==> src/rtl/lsu_ctrl_if.sv <==
// Core request/response and data RAM signals of the load/store unit.
// The slave modport is the LSU side, the master modport the core/RAM side.
interface lsu_ctrl_if;
    logic        req_valid_i;
    logic        req_ready_o;
    logic        req_we_i;
    logic [2:0]  req_funct3_i;
    logic [31:0] req_addr_i;
    logic [31:0] req_wdata_i;
    logic        rsp_valid_o;
    logic [31:0] rsp_rdata_o;
    logic        rsp_err_o;
    logic [31:0] data_ram_addr_o;
    logic [31:0] data_ram_wr_data_o;
    logic        data_ram_wr_en_o;
    logic [31:0] data_ram_rd_data_i;

    modport slave (
        input  req_valid_i, req_we_i, req_funct3_i, req_addr_i, req_wdata_i,
        input  data_ram_rd_data_i,
        output req_ready_o, rsp_valid_o, rsp_rdata_o, rsp_err_o,
        output data_ram_addr_o, data_ram_wr_data_o, data_ram_wr_en_o
    );

    modport master (
        output req_valid_i, req_we_i, req_funct3_i, req_addr_i, req_wdata_i,
        output data_ram_rd_data_i,
        input  req_ready_o, rsp_valid_o, rsp_rdata_o, rsp_err_o,
        input  data_ram_addr_o, data_ram_wr_data_o, data_ram_wr_en_o
    );
endinterface

==> src/rtl/lsu_ctrl.sv <==
// Single-outstanding RV32I load/store controller over a word-wide RAM.
// Optional LSU_MISALIGN_TRAP_EN faults misaligned H/W accesses instead of aligning them.
module lsu_ctrl (
    input  logic      clk,
    input  logic      rst,
    lsu_ctrl_if.slave bus
);

    localparam logic [1:0] IDLE = 2'd0;
    localparam logic [1:0] RD   = 2'd1;
    localparam logic [1:0] WR   = 2'd2;
    localparam logic [1:0] RSP  = 2'd3;

    logic [1:0]  state;
    logic [31:0] addr_q;
    logic [31:0] wdata_q;
    logic [31:0] word_q;
    logic [31:0] rdata_q;
    logic [2:0]  f3_q;
    logic        we_q;
    logic        err_q;

    logic        accept;
    logic        legal;
    logic        fault;
    logic [31:0] addr_al;
`ifdef LSU_MISALIGN_TRAP_EN
    logic        misalign;
`endif

    function automatic logic [31:0] load_ext(
        input logic [2:0]  f3,
        input logic [1:0]  off,
        input logic [31:0] w
    );
        logic [7:0]  b;
        logic [15:0] h;
        b = w[{off, 3'b000} +: 8];
        h = w[{off[1], 4'b0000} +: 16];
        case (f3)
            3'b000:  load_ext = {{24{b[7]}}, b};
            3'b001:  load_ext = {{16{h[15]}}, h};
            3'b100:  load_ext = {24'd0, b};
            3'b101:  load_ext = {16'd0, h};
            default: load_ext = w;
        endcase
    endfunction

    // Sub-word store: replace only the addressed lane of the old word.
    function automatic logic [31:0] merge(
        input logic [2:0]  f3,
        input logic [1:0]  off,
        input logic [31:0] old,
        input logic [31:0] wd
    );
        merge = old;
        if (f3[0])
            merge[{off[1], 4'b0000} +: 16] = wd[15:0];
        else
            merge[{off, 3'b000} +: 8] = wd[7:0];
    endfunction

    always_comb begin
        accept = bus.req_valid_i && (state == IDLE);
        if (bus.req_we_i)
            legal = bus.req_funct3_i inside {3'b000, 3'b001, 3'b010};
        else
            legal = !(bus.req_funct3_i inside {3'b011, 3'b110, 3'b111});
        addr_al = bus.req_addr_i;
        case (bus.req_funct3_i[1:0])
            2'b01:   addr_al[0] = 1'b0;
            2'b10:   addr_al[1:0] = 2'b00;
            default: addr_al = bus.req_addr_i;
        endcase
`ifdef LSU_MISALIGN_TRAP_EN
        case (bus.req_funct3_i[1:0])
            2'b01:   misalign = bus.req_addr_i[0];
            2'b10:   misalign = |bus.req_addr_i[1:0];
            default: misalign = 1'b0;
        endcase
        fault = !legal || misalign;
`else
        fault = !legal;
`endif
    end

    always_ff @(posedge clk) begin
        if (rst) begin
            state   <= IDLE;
            addr_q  <= '0;
            wdata_q <= '0;
            word_q  <= '0;
            rdata_q <= '0;
            f3_q    <= '0;
            we_q    <= 1'b0;
            err_q   <= 1'b0;
        end else begin
            unique case (state)
                IDLE: begin
                    if (accept) begin
                        addr_q  <= addr_al;
                        wdata_q <= bus.req_wdata_i;
                        f3_q    <= bus.req_funct3_i;
                        we_q    <= bus.req_we_i;
                        if (fault) begin
                            state   <= RSP;
                            err_q   <= 1'b1;
                            rdata_q <= '0;
                        end else if (bus.req_we_i && bus.req_funct3_i == 3'b010) begin
                            state <= WR;
                        end else begin
                            state <= RD;
                        end
                    end
                end
                RD: begin
                    if (we_q) begin
                        word_q <= bus.data_ram_rd_data_i;
                        state  <= WR;
                    end else begin
                        rdata_q <= load_ext(f3_q, addr_q[1:0], bus.data_ram_rd_data_i);
                        err_q   <= 1'b0;
                        state   <= RSP;
                    end
                end
                WR: begin
                    rdata_q <= '0;
                    err_q   <= 1'b0;
                    state   <= RSP;
                end
                RSP: begin
                    rdata_q <= '0;
                    err_q   <= 1'b0;
                    state   <= IDLE;
                end
            endcase
        end
    end

    always_comb begin
        bus.req_ready_o        = (state == IDLE);
        bus.rsp_valid_o        = (state == RSP);
        bus.rsp_rdata_o        = rdata_q;
        bus.rsp_err_o          = err_q;
        bus.data_ram_addr_o    = '0;
        bus.data_ram_wr_data_o = '0;
        bus.data_ram_wr_en_o   = 1'b0;
        if (state == RD || state == WR)
            bus.data_ram_addr_o = addr_q;
        if (state == WR) begin
            bus.data_ram_wr_en_o   = !rst;
            bus.data_ram_wr_data_o = f3_q[1] ? wdata_q
                                   : merge(f3_q, addr_q[1:0], word_q, wdata_q);
        end
    end

endmodule

==> src/flat_wrapper.sv <==
// flat-port wrapper written by rule: the top's interface ports become plain ports
module lsu_ctrl_flat 
  (clk, rst, bus_req_valid_i, bus_req_we_i, bus_req_funct3_i, bus_req_addr_i, bus_req_wdata_i, bus_data_ram_rd_data_i, bus_req_ready_o, bus_rsp_valid_o, bus_rsp_rdata_o, bus_rsp_err_o, bus_data_ram_addr_o, bus_data_ram_wr_data_o, bus_data_ram_wr_en_o);
  lsu_ctrl_if bus_i ();
  input  logic clk;
  input  logic rst;
  input wire logic [$bits(bus_i.req_valid_i)-1:0] bus_req_valid_i;
  input wire logic [$bits(bus_i.req_we_i)-1:0] bus_req_we_i;
  input wire logic [$bits(bus_i.req_funct3_i)-1:0] bus_req_funct3_i;
  input wire logic [$bits(bus_i.req_addr_i)-1:0] bus_req_addr_i;
  input wire logic [$bits(bus_i.req_wdata_i)-1:0] bus_req_wdata_i;
  input wire logic [$bits(bus_i.data_ram_rd_data_i)-1:0] bus_data_ram_rd_data_i;
  output wire logic [$bits(bus_i.req_ready_o)-1:0] bus_req_ready_o;
  output wire logic [$bits(bus_i.rsp_valid_o)-1:0] bus_rsp_valid_o;
  output wire logic [$bits(bus_i.rsp_rdata_o)-1:0] bus_rsp_rdata_o;
  output wire logic [$bits(bus_i.rsp_err_o)-1:0] bus_rsp_err_o;
  output wire logic [$bits(bus_i.data_ram_addr_o)-1:0] bus_data_ram_addr_o;
  output wire logic [$bits(bus_i.data_ram_wr_data_o)-1:0] bus_data_ram_wr_data_o;
  output wire logic [$bits(bus_i.data_ram_wr_en_o)-1:0] bus_data_ram_wr_en_o;
  assign bus_i.req_valid_i = bus_req_valid_i;
  assign bus_i.req_we_i = bus_req_we_i;
  assign bus_i.req_funct3_i = bus_req_funct3_i;
  assign bus_i.req_addr_i = bus_req_addr_i;
  assign bus_i.req_wdata_i = bus_req_wdata_i;
  assign bus_i.data_ram_rd_data_i = bus_data_ram_rd_data_i;
  assign bus_req_ready_o = bus_i.req_ready_o;
  assign bus_rsp_valid_o = bus_i.rsp_valid_o;
  assign bus_rsp_rdata_o = bus_i.rsp_rdata_o;
  assign bus_rsp_err_o = bus_i.rsp_err_o;
  assign bus_data_ram_addr_o = bus_i.data_ram_addr_o;
  assign bus_data_ram_wr_data_o = bus_i.data_ram_wr_data_o;
  assign bus_data_ram_wr_en_o = bus_i.data_ram_wr_en_o;
  lsu_ctrl u_core (.clk(clk), .rst(rst), .bus(bus_i));
endmodule
==> config.mk <==
export PLATFORM = sky130hd
export DESIGN_NAME = lsu_ctrl_flat
export DESIGN_NICKNAME = d
export VERILOG_FILES = /design/src/rtl/lsu_ctrl_if.sv /design/src/rtl/lsu_ctrl.sv /design/src/flat_wrapper.sv
export SDC_FILE = /design/constraint.sdc
export NUM_CORES = 1
export LEC_CHECK = 0
export ABC_AREA = 1
export BUFFER_PORTS_ARGS = -buffer_cell sky130_fd_sc_hd__buf_2
export CAP_MARGIN = 10
export CORE_MARGIN = 3
export CORE_UTILIZATION = 40
export CTS_CLUSTER_DIAMETER = 150
export CTS_CLUSTER_SIZE = 20
export DETAILED_ROUTE_END_ITERATION = 10
export GPL_TIMING_DRIVEN = 1
export HOLD_SLACK_MARGIN = 0.1
export PLACE_DENSITY = 0.67
export SLEW_MARGIN = 20
export SYNTH_ARGS = -nofsm -noshare
export SYNTH_HDL_FRONTEND = slang
export SYNTH_SLANG_ARGS = --single-unit
==> constraint.sdc <==
create_clock -name clk -period 1.8 [get_ports clk]
set_input_delay 0.18 -clock clk [delete_from_list [all_inputs] [get_ports clk]]
set_output_delay 0.18 -clock clk [all_outputs]
set_load 0.01 [all_outputs]
### Word level (Yosys, flattened, before mapping)

Cells that the tools add are included.

* add/sub/neg operators: 2
* reductions and logical operators: 15
* mux-type cells: 24
* shift operators: 6
* eq/ne operators: 16

Operators with widths (count)
* $mux 32: 7
* $pmux 32 s4: 1
* $pmux 32 s3: 1
* $bwmux 32: 2
* $shift 16x7->32 const A: 1
* $shift 8x7->32 const A: 1
* $shiftx 16x7->32: 1
* $shiftx 32x6->16: 1
* $shiftx 32x6->8: 1
* $shiftx 8x7->32: 1
* $neg 5->7: 2
* $eq 3x3->1 const B: 4
* $mux 1: 8
* $pmux 2 s4: 1
* $eq 2x2->1 const B: 3
* $eq 3x1->1 const B: 2
* $eq 3x2->1 const B: 2
* $logic_not 3->1: 2
* $mux 2: 3
* $reduce_bool 3->1: 2
* $eq 2x1->1 const B: 2
* $ne 2x2->1 const B: 2
* $reduce_and 2->1: 2
* $reduce_or 2->1: 2
* 7 further kinds: 9

* logic and storage cells: 71
* bits in registers: 135

### Logic depth before layout (Yosys ltp)

* depth in word-level cells: 7
* gate-level depth with buffers: 12
* mapped depth without buffers: 11

### Worst setup path after synthesis

OpenSTA, ideal clock, no wires.

* path type: reg-to-output
* start: register u_core.addr_q[1]
* end: output bus_data_ram_wr_data_o[16]
* path buffers: 2
* setup slack: -0.270 ns
* arrival: 1.890 ns
* cell stages (with the launch flop): 9
* data required time: 1.620 ns
* path through: dfxtp_1 inv_2 buf_2 buf_2 ha_1 nand2_1 nor2_1 a221oi_1 nor3_1

* longest elaborated chain between the ends: 6
* elaborated cells on any way between the ends: 11
* those cells by class: add/sub: 2; shift: 4; mux: 5

Ends and longest elaborated chain
* from (decl): line lsu_ctrl.sv:15 `logic [31:0] addr_q;`
* from (signal assigned): line lsu_ctrl.sv:101 `addr_q <= addr_al;`
* $neg 5->7 (on tied branches): line lsu_ctrl.sv:58, lsu_ctrl.sv:60
* $shiftx 16x7->32 (tied with other cells): line lsu_ctrl.sv:58 `merge[{off[1], 4'b0000} +: 16] = wd[15:0];`
* $bwmux 32 (on tied branches): line lsu_ctrl.sv:58, lsu_ctrl.sv:60
* $mux 32 *: line lsu_ctrl.sv:57 `if (f3[0])`
* $mux 32 *: line lsu_ctrl.sv:152 `bus.data_ram_wr_data_o = f3_q[1] ? wdata_q`
* $mux 32 *: line lsu_ctrl.sv:150 `if (state == WR) begin`
* to (decl): line flat_wrapper.sv:18 `output wire logic [$bits(bus_i.data_ram_wr_data_o)-1:0] bus_data_ram_wr_data_o;`

Mark *: on every way between the ends. The rest lies on a longest branch, timed or not.

### Worst setup path in the final report

* start: register u_core.addr_q[0]
* end: output bus_data_ram_wr_data_o[14]

* longest elaborated chain between the ends: 6
* elaborated cells on any way between the ends: 7
* those cells by class: add/sub: 1; shift: 2; mux: 4

Ends and longest elaborated chain
* $neg 5->7 *: line lsu_ctrl.sv:60 `merge[{off, 3'b000} +: 8] = wd[7:0];`
* $shiftx 8x7->32 or $shift 8x7->32 (tied branches): line lsu_ctrl.sv:60
* $bwmux 32 *: line lsu_ctrl.sv:60
* $mux 32 *: line lsu_ctrl.sv:57
* $mux 32 *: line lsu_ctrl.sv:152
* $mux 32 *: line lsu_ctrl.sv:150

Marked as above.

==> impl_metrics.json <==
{
  "reg2regPathDepth": 8,
  "initialDrtViolationCount": 552,
  "post-route-drc-count": 0,
  "synthMuxAreaShare": 0,
  "synth_ff_type": "dfxtp_1",
  "final.setup.worst_slack_ns": -0.234,
  "finalCritPeriodShare": 1.13,
  "endpoint_kind": "output port",
  "grt-ovfl-total": 0,
  "wl_met1_um": 11400,
  "p_sw_frac": 0.433,
  "async_reset_ff_frac": 0,
  "dieArea_sq_mm": 0.0192,
  "htreeDepth": 4,
  "rr_startpoint": "u_core.state[0]",
  "grt_setup_unrepaired": "yes",
  "multi_input_area_sq_mm": 0.00435,
  "hold-worst-slack_ns": 0.116,
  "gp_congestion": 0.949,
  "cp.depth": 7,
  "grt_pass1_vias": 8022,
  "power.density_mw_per_mm2": 1480,
  "p_leak_uw": 0.00525,
  "p_switching_uw": 7120,
  "final_common_cell": "nor2_1",
  "synth.top_cell.area_share": 0.384,
  "ys.warnings.count": 0,
  "layout-drive-gt1-share": 0.351,
  "synthSimpleGateAreaFrac": 0.222,
  "final_cell_mix": "nor2_1 (211), buf_2 (171), o21ai_0 (141)",
  "pwr-share-comb": 0.521,
  "finalSetupViolCount": 64,
  "wl_met3_um": 1870,
  "worstHoldStart": "bus_req_wdata_i[1]",
  "synth_area_sq_mm": 0.00704,
  "start_kind": "flop",
  "finClkSkew_ns": 0.00783,
  "via_per_inst": 5.39,
  "critPathMaxStageDelay_ns": 0.36,
  "clockBufferDepth": 2,
  "tightest_slew_ns": 0.376,
  "p_clk_frac": 0.211,
  "failed_checks": "negative setup slack",
  "synth-compound-area-share": 0.272,
  "drtAntennaViolNets": 0,
  "synth-xor-area-share": 0,
  "fillers": 1359,
  "crit_chain": "buf_6 -> ha_1 -> nand2_1 -> inv_4 -> a221oi_1 -> nor2_1 -> buf_2",
  "via_count": 8320,
  "die_y_um": 139,
  "final_util": 0.657,
  "fin_crit_ns": 2.03,
  "antenna_cells": 0,
  "hpwl_um": 17000,
  "core_area_sq_mm": 0.0169,
  "slew_headroom": 0.749,
  "track_usage": 0.261,
  "path_class": "reg2out",
  "seqPwrFrac": 0.269,
  "rows": 47,
  "hp-class": "in2reg",
  "highest_layer": "met4",
  "hold_violations": 0,
  "cp_top_family": "buffers and inverters",
  "clk_pin_slew_ns": 0.06,
  "initial_utilization": 0.417,
  "drt-pass1-iter-count": 5,
  "synth.distinct_cells": 32,
  "critPathBufInv": 3,
  "ys_seq_area_frac": 0.384,
  "regArea_sq_mm": 0.00272,
  "total_power_uw": 16500,
  "antenna_found_initial": 0,
  "synth_area_leaders": "dfxtp_1 (38%), nor2_1 (11%), o21ai_0 (10%)",
  "io_pins": 203,
  "cp_max_fo": 8,
  "cts_tree": "yes",
  "grt_max_degree": 73,
  "min_path_cells": 3,
  "clock.fmax_ghz": 0.492,
  "holdPathEnd": "u_core.wdata_q[1]",
  "wl_um": 27600,
  "internal_power_uw": 9330,
  "synth_fp_nets": 1126,
  "cp.required_ns": 1.62,
  "nets": 1426,
  "avgSynthCellArea_sq_um": 6.97,
  "crit_slowest_cell": "dfxtp_4",
  "port_buffers": 202,
  "wl_per_cell_um": 17.9,
  "cp.arrival_ns": 1.85,
  "clkLatencyLatePin_ns": 0.42,
  "grt_first_pass_wirelength_um": 41300,
  "final_max_slew_viol_count": 0,
  "synth_top_family_by_area": "compound AO/OA/AOI/OAI gates",
  "r2r_end": "u_core.bus.rsp_rdata_o[10]",
  "ys_ff_latch": 135,
  "synthCells": 1010,
  "numCtsBuffers": 17,
  "root_buffer": "clkbuf_16",
  "maxCapViolations": 0,
  "yosys.area.top_type": "dfxtp_1",
  "cts.sinks": 135,
  "synthAdderAreaFrac": 0.0231,
  "die_w_um": 139,
  "syn_to_final_growth_pct": 57.7,
  "ir_worst_vdd_uv": 1030,
  "synth_edf_count": 0,
  "wl_met2_um": 13200,
  "rrSetupSlack_ns": 0.13,
  "status": "complete, but fails checks"
}
[registers in the layout (all words and copies together), names as in the netlist]
register                flops
u_core.addr_q              32
u_core.bus.rsp_err_o        1
u_core.bus.rsp_rdata_o     32
u_core.state                2
u_core.f3_q                 3
u_core.we_q                 1
u_core.word_q              32
u_core.wdata_q             32
[cells by family after synthesis]
kind of cell	Yosys count
AND/OR/NAND/NOR	372
AO/OA/AOI/OAI	325
buffers and inverters	165
flip-flops	135
adder cells (fa/ha/maj)	13
[how the worst max path moves through the flow]
stage,from,end,slack (ns)
floorplan,u_core.addr_q[1],bus_data_ram_wr_data_o[14],0.04
global placement,u_core.addr_q[1],bus_data_ram_wr_data_o[11],-0.03
detailed placement,u_core.addr_q[0],bus_data_ram_wr_data_o[11],-0.10
CTS,u_core.addr_q[1],bus_data_ram_wr_data_o[17],-0.22
global route,u_core.addr_q[1],bus_data_ram_wr_data_o[17],-0.31
finish,u_core.addr_q[0],bus_data_ram_wr_data_o[14],-0.23
[synthesized netlist by cell type (2+ instances only)]
library cell	instances
nand3_2	11
a21oi_2	10
nand2_4	2
nor2_4	3
a211oi_1	2
inv_1	85
clkinv_1	4
ha_1	13
dfxtp_1	135
nand2_1	109
o211ai_1	13
a21oi_1	100
o21ai_0	142
buf_1	2
a221oi_1	31
inv_2	4
nor2_1	215
nand3_1	11
nor3_1	15
clkbuf_1	35
nor2_2	2
buf_2	28
buf_4	5
o221ai_1	25
[power by group through the flow]
stage	Combinational (uW)	Sequential (uW)	Clock [uW]
floorplan	4230	4250	0
global placement	6280	4270	0
detailed placement	6320	4280	0
CTS	7290	4270	3520
global route	9310	4490	3650
finish	8560	4420	3470
[repair_timing]
action | CTS | global route
hold buffers | 93 | 0
pin swaps | 26 | 48
gates resized for setup | 81 | 145
endpoints found under the hold margin | 93 | 0
buffers inserted | 10 | 1
cloned | 1 | 3
endpoints found under the setup margin | 64 | 84
[worst min-delay path, cell delays in order]
cell and delay, ns:
buf_2 0.07, o21ai_0 0.10, a21oi_1 0.14
[layer usage]
metal	vias to the layer above	global-route usage
met5	-	0
met4	0	0.115
met3	81	0.0517
met2	355	0.436
met1	3869	0.327
li1	4015	-
[cell type report]
class	instances	area share
multi-input combinational	711	0.392
timing repair buffer	352	0.252
sequential	135	0.245
clock buffer	19	0.0399
inverter	93	0.0337
tap	220	0.0248
clock inverter	13	0.0133
[stage by stage]
stage | instances | setup WS, ns | instance area (sq um) | TNS, ns
CTS | 1539 | -0.223 | 10500 | -6.09
global route | 1543 | -0.313 | 11100 | -11.68
finish | 1543 | -0.234 | 11100 | -7.55
global placement | 1403 | -0.0276 | 8470 | -0.0472
detailed placement | 1403 | -0.101 | 8470 | -0.188
floorplan | 1010 | 0.0393 | 7130 | 0
(Power assumes the default switching activity.)
